`config.mk`:
```
export PLATFORM = sky130hd
export DESIGN_NAME = byte_scan_engine
export DESIGN_NICKNAME = d
export VERILOG_FILES = /design/src/rtl/byte_scan_engine.sv
export SDC_FILE = /design/constraint.sdc
export NUM_CORES = 1
export LEC_CHECK = 0
export CORE_MARGIN = 4
export CORE_UTILIZATION = 45
export CTS_CLUSTER_DIAMETER = 60
export DETAILED_ROUTE_END_ITERATION = 10
export PLACE_DENSITY_LB_ADDON = 0.12
export SKIP_LAST_GASP = 1
export SYNTH_ARGS = -nofsm -noshare
export SYNTH_HDL_FRONTEND = slang
export SYNTH_SLANG_ARGS = --single-unit
```
`constraint.sdc`:
```
create_clock -name clk -period 1.6 [get_ports clk]
set_input_delay 0.16 -clock clk [delete_from_list [all_inputs] [get_ports clk]]
set_output_delay 0.16 -clock clk [all_outputs]
set_load 0.1 [all_outputs]
```
`src/rtl/byte_scan_engine.sv`:
```
`default_nettype none
`timescale 1ns/1ps
// ============================================================================
//  Module   : byte_scan_engine
//  Brief    : Serial bit scanner. Accepts one word per valid/ready handshake,
//             walks it LSB first at one bit per clock and reports popcount,
//             parity, highest set-bit index and an all-zero flag on a held
//             valid/ready result port.
//  Revision : 1.0 - initial release
// ============================================================================
module byte_scan_engine #(
    parameter  int DATA_W = 8,
    localparam int CNT_W  = $clog2(DATA_W + 1),
    localparam int IDX_W  = $clog2(DATA_W)
) (
    input  logic              clk,
    input  logic              rst_n,
    input  logic              flush,
    input  logic              in_valid,
    input  logic [DATA_W-1:0] in_data,
    output logic              in_ready,
    output logic              out_valid,
    input  logic              out_ready,
    output logic [CNT_W-1:0]  out_ones,
    output logic              out_parity,
    output logic [IDX_W-1:0]  out_msb_idx,
    output logic              out_zero,
    output logic              busy
);

    // The bit index carries one spare bit so the final position never
    // aliases back to zero; the scan is terminated by comparison.
    localparam int                IDX_QW   = IDX_W + 1;
    localparam logic [IDX_QW-1:0] LAST_IDX = IDX_QW'(DATA_W - 1);
    localparam logic [IDX_QW-1:0] IDX_ONE  = IDX_QW'(1);
    localparam logic [CNT_W-1:0]  CNT_ONE  = CNT_W'(1);

    typedef enum logic [1:0] {
        S_IDLE = 2'd0,
        S_SCAN = 2'd1,
        S_DONE = 2'd2
    } state_t;

    state_t              state_q;
    logic [DATA_W-1:0]   shift_q;
    logic [IDX_QW-1:0]   idx_q;
    logic [CNT_W-1:0]    ones_q;
    logic                parity_q;
    logic [IDX_W-1:0]    msb_q;
    logic                zero_q;
    logic                valid_q;
    logic                ready_q;
    logic                busy_q;

    logic                bit_d;
    logic [CNT_W-1:0]    ones_d;
    logic                parity_d;
    logic [IDX_W-1:0]    msb_d;
    logic                last_d;

    // Accumulator updates for the bit currently at the bottom of the shifter.
    always_comb begin
        bit_d    = shift_q[0];
        ones_d   = ones_q;
        parity_d = parity_q;
        msb_d    = msb_q;
        if (bit_d) begin
            ones_d   = ones_q + CNT_ONE;
            parity_d = ~parity_q;
            msb_d    = idx_q[IDX_W-1:0];
        end
        last_d = (idx_q == LAST_IDX);
    end

    // Control FSM with registered handshake and result outputs.
    always_ff @(posedge clk or negedge rst_n) begin
        if (!rst_n) begin
            state_q  <= S_IDLE;
            shift_q  <= '0;
            idx_q    <= '0;
            ones_q   <= '0;
            parity_q <= 1'b0;
            msb_q    <= '0;
            zero_q   <= 1'b0;
            valid_q  <= 1'b0;
            ready_q  <= 1'b1;
            busy_q   <= 1'b0;
        end else if (flush) begin
            // Abort wins over any handshake on the same edge.
            state_q  <= S_IDLE;
            shift_q  <= '0;
            idx_q    <= '0;
            ones_q   <= '0;
            parity_q <= 1'b0;
            msb_q    <= '0;
            zero_q   <= 1'b0;
            valid_q  <= 1'b0;
            ready_q  <= 1'b1;
            busy_q   <= 1'b0;
        end else begin
            case (state_q)
                S_IDLE: begin
                    if (in_valid) begin
                        shift_q  <= in_data;
                        idx_q    <= '0;
                        ones_q   <= '0;
                        parity_q <= 1'b0;
                        msb_q    <= '0;
                        ready_q  <= 1'b0;
                        busy_q   <= 1'b1;
                        state_q  <= S_SCAN;
                    end
                end
                S_SCAN: begin
                    shift_q  <= shift_q >> 1;
                    idx_q    <= idx_q + IDX_ONE;
                    ones_q   <= ones_d;
                    parity_q <= parity_d;
                    msb_q    <= msb_d;
                    if (last_d) begin
                        zero_q  <= (ones_d == '0);
                        valid_q <= 1'b1;
                        state_q <= S_DONE;
                    end
                end
                S_DONE: begin
                    // No overlap: in_ready only returns once back in IDLE.
                    if (out_ready) begin
                        valid_q <= 1'b0;
                        ready_q <= 1'b1;
                        busy_q  <= 1'b0;
                        state_q <= S_IDLE;
                    end
                end
                default: begin
                    valid_q <= 1'b0;
                    ready_q <= 1'b1;
                    busy_q  <= 1'b0;
                    state_q <= S_IDLE;
                end
            endcase
        end
    end

    assign in_ready    = ready_q;
    assign out_valid   = valid_q;
    assign out_ones    = ones_q;
    assign out_parity  = parity_q;
    assign out_msb_idx = msb_q;
    assign out_zero    = zero_q;
    assign busy        = busy_q;

endmodule
`default_nettype wire

```
# Yosys cells after proc, flatten, opt, wreduce, memory -nomap -nowiden
# Index checks and enable logic that the tools add are counted.
# word_totals
inputBits	13
out_inout_bits	12
register_bits	26
word_cells	68
# classes
muxes	35
n_reduce_logical	11
bitwise_logic	1
eq_ne	9
n_addsub	2
# ops
cell	count
4-bit 2-to-1 mux	4
8-bit 2-to-1 mux	2
4-bit one-hot mux with 2 select lines	2
8-bit one-hot mux with 2 select lines	1
1-bit 2-to-1 mux	13
3-bit inequality test (second input constant)	4
3-bit AND reduction	4
3-bit 2-to-1 mux	3
1-bit one-hot mux with 3 select lines	3
4-bit by 1-bit adder with 4-bit output (second input constant)	2
2-bit 2-to-1 mux	4
2-bit one-hot mux with 3 select lines	1
3-bit one-hot mux with 2 select lines	1
4-bit by 3-bit equality test with 1-bit output (second input constant)	1
4-bit zero test	1
2-bit inequality test (second input constant)	2
2-bit AND reduction	2
2-bit nonzero test	2
3-bit nonzero test	1
2-bit by 1-bit equality test with 1-bit output (second input constant)	1
2-bit equality test (second input constant)	1
2-bit zero test	1
1-bit one-hot mux with 2 select lines	1
1-bit NOT	1

# Longest topological paths before layout
# logic_depth
ltp_word	6
depth_mapped	5
depth_no_buf	5

# Worst setup path after synthesis
# OpenSTA, ideal clock, no wires.
# synth_timing
path_kind	register to register
startpoint	register ones_q[0], in the netlist out_ones[0]
endpoint	register zero_q, in the netlist out_zero
stages_incl_launch_ff	6
t_arrival_ps	1966
n_path_buf	0
setup_time_ps	110
required_time_ps	1490
setup_slack_ps	-476
cell_sequence	dfrtp_1 ha_1 nor2_1 a31oi_1 o32a_1 o41ai_1
# synth_between
elab_chain_cells	6
# synth_rtl
element	line	source
start: declaration	47	logic [CNT_W-1:0] ones_q;
start signal: assignment	117	ones_q <= ones_d;
4-bit by 1-bit adder with 4-bit output	68	ones_d = ones_q + CNT_ONE;
4-bit 2-to-1 mux *	67	if (bit_d) begin
4-bit zero test *	121	zero_q <= (ones_d == '0);
1-bit 2-to-1 mux *	120	if (last_d) begin
1-bit 2-to-1 mux *	101	case (state_q)
1-bit 2-to-1 mux *	88	end else if (flush) begin
end signal: assignment	121	
end: declaration	50	logic zero_q;
# Every way passes the cells marked *; elsewhere a longest branch is shown, timed or not. The select of a mux whose other input is x is not followed.
# A chain may end at the register's enable or synchronous reset.

# Worst setup path in the final report
# Same ends and word-level chain as after synthesis.

==> results.py <==
metrics = {
    "detailed_routing": {
        "post_drt_wl_per_cell_um": 14.0,
        "met1_routed_length_mm": 1.18,
        "drc": 0,
        "maxUsedRoutingLayer": "met4",
        "met3WireLength_um": 105,
        "antenna_violating_nets_post_route": 0,
        "vias_per_cell": 5.47,
        "dr.first_iter.drc_count": 41,
        "drt_wl_total_mm": 2.56,
        "vias": 1001,
        "met2RoutedLength_mm": 1.24,
        "drt_first_pass_iters": 4,
    },
    "cts": {
        "cts_root_buf": "sky130_fd_sc_hd__clkbuf_4",
        "clock_path_buffers": 2,
        "ctsHtreeMaxLevel": 1,
        "clk_pin_slew_ps": 140,
        "clock_insertion_delay_worst_skew_ps": 320,
        "cts_made_buffers": 3,
        "cts.hold.buffers_added": 0,
        "cts_tree": "built",
        "clock_sink_count": 26,
    },
    "yosys": {
        "yosysSeqAreaShare_pct": 52.7,
        "synth_top_family_by_area": "compound AO/OA/AOI/OAI gates",
        "avgSynthCellArea_sq_um": 10.3,
        "mappedNetlistNets": 135,
        "synth_cells": 120,
        "mappedNetlistArea_sq_um": 1240,
        "yosys.cell_types.count": 38,
        "synth_xor_xnor_area_share_pct": 0.708,
        "yosys_warnings": 0,
        "post_synth_and_or_nand_nor_area_fraction_pct": 18.8,
        "synth_compound_gate_area_share_pct": 22.3,
        "synth_adder_area_share_pct": 2.02,
        "ys_ff_latch": 26,
        "synth_mux_area_share_pct": 0,
    },
    "critical_path": {
        "worstPathRequired_ps": 1830,
        "cp-end-kind": "flip-flop",
        "crit_type": "reg -> reg",
        "worst_r2r_startpoint": "out_ones[0]$_DFFE_PN0P_",
        "worst_ep_arrival_time_ps": 1700,
        "critPathCapture": "out_zero$_DFFE_PN0P_",
        "path_cells": "ha_4 > nor2_1 > a31oi_1 > o32a_1 > o41ai_2",
        "timing.reg2reg.setup_slack_ps": 130,
        "cpPeakStageDelay_ps": 540,
        "crit_path_max_fanout": 6,
        "critical_path.top_delay_family": "flip-flops",
        "slowest_stage": "sky130_fd_sc_hd__dfrtp_4",
        "worstSetupStartpointType": "flip-flop",
        "cp.buffers_inverters": 0,
        "timing.rr.end": "out_zero$_DFFE_PN0P_",
        "critical_path_cell_count": 5,
        "reg2reg_depth": 5,
        "critical_path.startpoint": "out_ones[0]$_DFFE_PN0P_",
    },
    "floorplan": {
        "design.die.area_sq_um": 3650,
        "chipHeight_um": 60.4,
        "placeableCoreArea_sq_um": 2540,
        "placementRows": 18,
        "start_util_pct": 48.6,
        "boundaryPins": 25,
        "die_w_um": 60.4,
    },
    "sta": {
        "setup-tns-final_ps": 0,
        "setup_viol": 0,
        "rsz0062_at_grt": "false",
        "worst_slew_pin_slew_ps": 365,
        "maxClockFrequency_mhz": 680,
        "report.final.slew_viol_count": 0,
        "period_share_pct": 91.9,
        "final_hold_violation_count": 0,
        "timing.slew.headroom_pct": 75.7,
        "period_needed_ps": 1470,
        "final.setup_skew_ps": 6.88,
    },
    "placement": {
        "dp_hpwl_mm": 1.92,
        "port_buffers": 24,
        "place.gp.congestion": 0.786,
    },
    "final_layout": {
        "final_layout_size_suffix_gt1_share_pct": 27.5,
        "num_antenna_cells": 0,
        "layout-area-overhead-vs-synth_pct": 40.6,
        "layout.cells.most_common": "sky130_fd_sc_hd__dfrtp_1",
        "fill_cells": 197,
        "most-common-layout-cells": "sky130_fd_sc_hd__dfrtp_1, sky130_fd_sc_hd__nand2_1, sky130_fd_sc_hd__o21ai_0, sky130_fd_sc_hd__clkdlybuf4s50_1, sky130_fd_sc_hd__buf_12",
        "layout.nets": 169,
        "finalCoreUtilization_pct": 68.4,
    },
    "outcome": {
        "status": "finished, final reports clean",
    },
    "global_route": {
        "overflow": 0,
        "grt_max_degree": 27,
        "grt_first_pass_wirelength_mm": 4.42,
        "grt_util_all_layers_pct": 16.3,
        "antenna_found_initial": 0,
        "first_global_vias": 971,
    },
    "job": {
        "maxCapViolations": 0,
    },
    "worst_hold_path": {
        "min_path_type": "in -> async",
    },
    "power_and_ir_drop": {
        "power.ir.vdd_worst_mv": 0.592,
        "p_leak_nw": 0.739,
        "cellPowerDensity_nw_per_um2": 745,
    },
}
## layout make-up
class / count / area, sq um / area share (%)
clock buffer: 4 / 36.3 / 2.08
multi-input combinational: 87 / 563 / 32.4
sequential: 26 / 661 / 38.0
timing repair buffer: 34 / 435 / 25.0
tap: 30 / 37.5 / 2.16
inverter: 2 / 7.51 / 0.431
## cell usage after synthesis, drive strengths merged
| cell | instances | area share, % |
|---|---|---|
| a21oi | 6 | 2.4 |
| a22o | 7 | 5.0 |
| a22oi | 4 | 2.4 |
| a31oi | 1 | 0.51 |
| and2 | 1 | 0.51 |
| and2b | 1 | 0.81 |
| and4b | 1 | 0.91 |
| buf | 5 | 2.8 |
| dfrtp | 25 | 51 |
| dfstp | 1 | 2.1 |
| ha | 2 | 2.0 |
| inv | 2 | 0.61 |
| nand2 | 21 | 6.6 |
| nand3 | 2 | 0.81 |
| nand3b | 1 | 0.61 |
| nand4 | 1 | 0.51 |
| nand4b | 1 | 0.71 |
| nor2 | 7 | 2.3 |
| nor2b | 1 | 1.1 |
| nor3 | 2 | 0.81 |
| nor3b | 2 | 1.2 |
| o211ai | 2 | 1.2 |
| o21ai | 14 | 5.7 |
| o21ba | 1 | 0.81 |
| o21bai | 1 | 0.61 |
| o22ai | 1 | 1.6 |
| o31ai | 1 | 0.61 |
| o32a | 1 | 0.81 |
| o41ai | 1 | 0.71 |
| or2 | 2 | 1.0 |
| or3b | 1 | 0.91 |
| xnor2 | 1 | 0.71 |
## how the worst min path moves through the flow
stage / slack (ps) / depth (start not counted) / end / from
floorplan: -140 / 0 / busy$_DFFE_PN0P_ / rst_n
global placement: 470 / 2 / shift_q[7]$_DFFE_PN0P_ / shift_q[7]$_DFFE_PN0P_
detailed placement: 470 / 2 / shift_q[3]$_DFFE_PN0P_ / shift_q[3]$_DFFE_PN0P_
CTS: 200 / 2 / out_ones[3]$_DFFE_PN0P_ / rst_n
global route: 210 / 2 / out_ones[3]$_DFFE_PN0P_ / rst_n
finish: 200 / 2 / out_ones[3]$_DFFE_PN0P_ / rst_n
## layer usage
| layer | vias to the layer above | GRT usage [%] |
|---|---|---|
| li1 | 498 | - |
| met1 | 481 | 20.8 |
| met2 | 20 | 27.8 |
| met3 | 2 | 2.55 |
| met4 | 0 | 6.50 |
| met5 | - | 0 |
## registers in the layout (all words and copies together), names as in the netlist, 2 cells and up
signal and flops:
state_q 2, idx_q 4, out_msb_idx 3, shift_q 8
out_ones 4
## logic make-up (layout without fill, tap and decap cells)
family	after synthesis	in the layout
adders and majority gates	2	2
and+or+nand+nor	44	44
xor gates and xnor gates	1	1
buffers and inverters	7	40
DFF	26	26
AOI/OAI and AO/OA	40	40
## per-stage QoR
stage / power (W) / instance area [sq um] / setup WS, ps / std cells / hold WS (ps)
after global placement: 0.000972 / 1680 / 102 / 177 / 467
after global routing: 0.00136 / 1740 / 32.2 / 183 / 215
after floorplan: 0.000868 / 1260 / 22.1 / 120 / -136
after CTS: 0.00131 / 1720 / 74.5 / 181 / 200
after detailed placement: 0.000979 / 1680 / 85.4 / 177 / 472
final: 0.00130 / 1740 / 130 / 183 / 197
## power by group
part / switching, W / leakage, nW / internal [W]
registers: 0.0000325 / 0.344 / 0.000688
logic: 0.000134 / 0.374 / 0.000113
clock network: 0.000191 / 0.0210 / 0.000139
total: 0.000357 / 0.739 / 0.000940
## repair_timing
action	CTS	global route
setup endpoints to repair	0	1
setup buffers	0	2
resized for setup	0	1
Note: power is estimated with default switching activity, not from simulation.
==> edit 1, RTL diff (same settings) <==
`DATA_W`: 8 -> 16.
--- a/src/rtl/byte_scan_engine.sv
+++ b/src/rtl/byte_scan_engine.sv
@@ -11,3 +11,3 @@
 module byte_scan_engine #(
-    parameter  int DATA_W = 8,
+    parameter  int DATA_W = 16,
     localparam int CNT_W  = $clog2(DATA_W + 1),
Interface: changed (resized in_data, out_msb_idx and out_ones); port bits go from 25 to 35. The function was not compared with the original's and may differ.
==> edit 1 against the original RTL <==
  * Wire length is 46% higher
  * Clock power up 100%
  * Sequential cell count rose by 11
  * First-iteration DRC count grew to 3.2 times the old value
  * Worst setup slack got worse by 28 ps
  * Power increased by 51%
  * Area after synthesis up 40%
  * Final area up 40%
  * Largest cell class unchanged
==> edit 1: results (changes against the original RTL) <==
| Metric | Value |
|---|---|
| Post-synthesis share of cell area spent on xor and xnor gates | 1.515% (+0.81 points) |
| Worst path max stage delay | 390 ps (-150 ps) |
| Register area share after synthesis | 53.46% (+0.78 points) |
| Share of synthesized area spent on multiplexers | 1.876% (+1.9 points) |
| Outcome | complete, no violations |
| Number of clock-tree buffers in the layout | 8 (+4) |
| Cell types with the largest area share after synthesis | sky130_fd_sc_hd__dfrtp_1 (52%), sky130_fd_sc_hd__a22oi_1 (6.5%), sky130_fd_sc_hd__nand3_1 (5.8%) |
| Clock-pin slew of the registers on the worst-case setup and hold paths | 70 ps (-70 ps) |
| Post-synthesis share of cell area spent on full adders, half adders and majority gates | 2.165% (+0.14 points) |
| Count of buffers from port buffering | 34 (+42%) |
| Compound-gate portion of the synthesized area | 18.98% (-3.4 points) |
| Non-Clock Inverter Count | 4 (+2) |
| Non-Clock Buffer Count | 46 (+35%) |
| Setup slack of the most critical reg-to-reg path | 100 ps (-30 ps) |
| Number of cell instances on the worst register-to-register path | 7 (+2) |
| Met2 Wirelength | 1847 um (+49%) |
| Wire length of the first global-routing pass | 6417 um (+45%) |
| Average wire per cell in the routed design | 14.91 um (+6.7%) |
| Crit path max-delay cell type | sky130_fd_sc_hd__dfrtp_1 |
| # nets final | 226 (+34%) |
| Half-perimeter wire length after detailed placement | 2656 um (+38%) |
| Static leakage | 1.113 nW (+51%) |
| Violation count after the first detailed-route iteration | 131 (+220%) |
| Count of filler cells inserted in the layout | 311 (+58%) |
| Pin count of the biggest net entering global routing | 38 (+41%) |
| Distinct cell type count after synthesis | 39 (+2.6%) |
| Later-pin clock latency in the skew report | 290 ps (-30 ps) |
| Power in combinational cells | 276 uW (+12%) |
| Number of register bits inferred by synthesis | 37 (+42%) |
| Flip-flop count of the largest register after layout | 16 (+8) |
| Number of levels in the clock H-tree | 2 (+1) |
| Fraction of area in clock buffers and inverters | 3.704% (+1.6 points) |
| Worst voltage drop across the vdd grid | 0.5098 mV (-14%) |
| TritonCTS buffer count | 5 (+2) |
| Cell internal pwr | 1.451 mW (+54%) |
| Root cell of the clock tree | sky130_fd_sc_hd__clkbuf_8 |
| Syn_nets | 183 (+36%) |
| Proportion of cell area occupied by registers | 38.37% (+0.42 points) |
| Number of global-route vias before repair | 1344 (+38%) |
| Number of multi-input combinational cells | 108 (+24%) |
-- edit 1: through the flow --
step / setup slack (ps) / area (um2) / power, mW / std cells / hold slack, ps
after detailed placement: 19.13 / 2323 / 1.299 / 242 / 486.6
after floorplan: 4.722 / 1739 / 1.158 / 159 / -135.6
after global placement: 36.28 / 2323 / 1.291 / 242 / 479.6
after CTS: 30.98 / 2421 / 1.968 / 250 / 302.8
final: 102.7 / 2432 / 1.955 / 251 / 289.3
after global routing: 15.93 / 2432 / 2.055 / 251 / 347.5
-- edit 1: repair_timing --
action                                  CTS  global route
pin swaps                                 0             1
hold endpoints to repair                  0             0
hold buffers                              0             0
gates cloned                              0             0
resized for setup                         1             2
endpoints found under the setup margin    1             2
setup buffers                             0             1
-- edit 1: per-layer routing --
| metal | vias to the layer above | track usage [%] |
|---|---|---|
| li1 | 672 | - |
| met4 | 0 | 6.383 |
| met3 | 2 | 7.050 |
| met5 | - | 0 |
| met2 | 40 | 25.92 |
| met1 | 667 | 20.48 |
==> edit 2, RTL diff (config.mk and constraints unchanged) <==
Without the edit above. The 3 states of `state_t` get a one-hot encoding in 3 bits.
--- a/src/rtl/byte_scan_engine.sv
+++ b/src/rtl/byte_scan_engine.sv
@@ -37,6 +37,6 @@
 
-    typedef enum logic [1:0] {
-        S_IDLE = 2'd0,
-        S_SCAN = 2'd1,
-        S_DONE = 2'd2
+    typedef enum logic [2:0] {
+        S_IDLE = 3'b001,
+        S_SCAN = 3'b010,
+        S_DONE = 3'b100
     } state_t;
Behaviour: same outputs for any inputs over 10 cycles, from zero or initial values and one cycle with rst_n low; not proved beyond that.
==> edit 2 against the original RTL <==
  * Sequential cell count up 1
  * Worst setup slack got worse by 99 ps
  * Die area increased by 7.4%
  * Wire length is 13% higher
  * Final area rose by 7.5%
  * Cell count increased by 2.7%
  * Non-clock buffer count grew 6
  * Area after synthesis grew 8.6%
Power is not compared: it rests on default switching activity, and its combinational part moved more than twofold at a synthesized area within 25%.
==> edit 2: results (changes against the original RTL) <==
| Metric | Value |
|---|---|
| Outcome | complete, no violations |
| Pin count of the biggest net entering global routing | 28 (+3.7%) |
| Cell types with the largest area share after synthesis | sky130_fd_sc_hd__dfrtp_1 (47%), sky130_fd_sc_hd__a22o_1 (4.6%), sky130_fd_sc_hd__buf_6 (4.2%) |
| Final weighted congestion of routability-driven global placement | 0.8388 (+6.7%) |
| Critical path peak fanout | 7 (+1) |
| Post-synthesis share of cell area spent on full adders, half adders and majority gates | 1.862% (-0.16 points) |
| Top cells by instance count after synthesis | sky130_fd_sc_hd__dfrtp_1 (25), sky130_fd_sc_hd__nor2_1 (9), sky130_fd_sc_hd__a22o_1 (7), sky130_fd_sc_hd__and2_1 (7), sky130_fd_sc_hd__o21ai_0 (7) |
| Wire length of the first global-routing pass | 4968 um (+13%) |
| Via density | 5.840 (+6.8%) |
| Half-perimeter wire length after detailed placement | 2058 um (+7.2%) |
| Data arrival time at the worst-slack endpoint | 1810 ps (+110 ps) |
| Antenna diode count | 0 (unchanged) |
| Max transition margin | 73.68% (-2.0 points) |
| Number of global-route vias before repair | 1097 (+13%) |
| Average wire per cell in the routed design | 15.42 um (+10%) |
| Distinct cell type count after synthesis | 39 (+2.6%) |
| Register area share after synthesis | 50.47% (-2.2 points) |
| Dpl cells | 180 (+1.7%) |
| Violation count after the first detailed-route iteration | 33 (-20%) |
| Setup clock skew after layout | 3.483 ps (-3.400 ps) |
| All-Layer GR Usage | 15.70% (-0.60 points) |
| Share of cells above drive strength 1 | 36.31% (+8.9 points) |
| Post-synthesis share of cell area spent on xor and xnor gates | 1.955% (+1.2 points) |
| Share of synthesized area spent on multiplexers | 3.352% (+3.4 points) |
| # nets final | 173 (+2.4%) |
| TritonRoute pass-1 iters | 4 (unchanged) |
| Syn_nets | 133 (-1.5%) |
| Compound-gate portion of the synthesized area | 19.55% (-2.8 points) |
| Average size of a mapped cell | 11.39 um2 (+10%) |
| Via total after detailed routing | 1098 (+9.7%) |
-- edit 2: cell types whose count changed after synthesis, sizes merged, moves of 2 or more --
cell and change:
a221o +7, a22oi -4, nor2 +3, mux2 +4, o211ai -2, a21o +3, o21ai -7, nand2 -17
or2 -2, and2 +8
-- edit 2: through the flow --
| stage | area, um2 | setup WS (ps) | power (mW) | hold slack [ps] |
|---|---|---|---|---|
| floorplan | 1354 | 8.737 | 1.105 | -135.6 |
| global placement | 1787 | -180.8 | 1.286 | 472.8 |
| detailed placement | 1787 | -237.4 | 1.295 | 481.3 |
| CTS | 1822 | -1.912 | 1.612 | 188.1 |
| global route | 1871 | -42.35 | 1.718 | 187.7 |
| finish | 1871 | 31.68 | 1.627 | 176.4 |
-- edit 2: metal layers --
metal	wire, um	vias up	GRT usage, %
li1	-	519	-
met2	1373	29	25.17
met1	1322	545	19.86
met3	149	5	3.417
met4	54	0	7.989
met5	0	-	0
-- edit 2: timing repair --
item                       4_1_cts  5_1_grt
gates resized for setup          2        5
setup buffers                    0        3
pin swaps                        0        2
setup endpoints to repair       18       17
gates cloned                     0        1
hold endpoints to repair         0        0
-- edit 2: cells by family after synthesis --
logic type | count (synthesis)
DFF | 27
buffers and inverters | 8
AOI/OAI and AO/OA | 35
muxes | 4
and+or+nand+nor | 39
xor gates and xnor gates | 3
adders and majority gates | 2
-- edit 2: worst max-delay path, stage by stage, from the launching register on --
cell	delay, ps
sky130_fd_sc_hd__dfstp_2	610
sky130_fd_sc_hd__nand3b_1	160
sky130_fd_sc_hd__a21oi_4	230
sky130_fd_sc_hd__nor2_4	80
sky130_fd_sc_hd__a221o_2	400
-- edit 2: path summary, 6_finish.rpt --
check                        endpoint  slack, ps  depth (start not counted)  startpoint
max reg2reg                shift_q[4]         30                          4  state_q[0]
min reg2reg                shift_q[7]        520                          1  shift_q[7]
max                        shift_q[4]         30                          4  state_q[0]
min                          out_zero        180                          2       rst_n
min in group clk           shift_q[5]        430                          2  in_data[5]
max in group asynchronous    in_ready       1130                          2       rst_n
-- edit 2: cell type report --
class | count | area [um2]
Clock buffer | 3 | 22.52
Multi-Input combinational cell | 84 | 625.6
Tap cell | 31 | 38.79
Sequential cell | 27 | 688.2
Clock inverter | 1 | 7.507
Timing Repair Buffer | 40 | 480.5
Inverter | 2 | 7.507
Fill cell | 217 | 934.6
-- edit 2: power by group --
part	switching, mW	leakage (nW)	internal (mW)
Clock	0.216	0.0139	0.0960
Sequential	0.0472	0.354	0.740
Combinational	0.299	0.475	0.228
Total	0.563	0.843	1.06
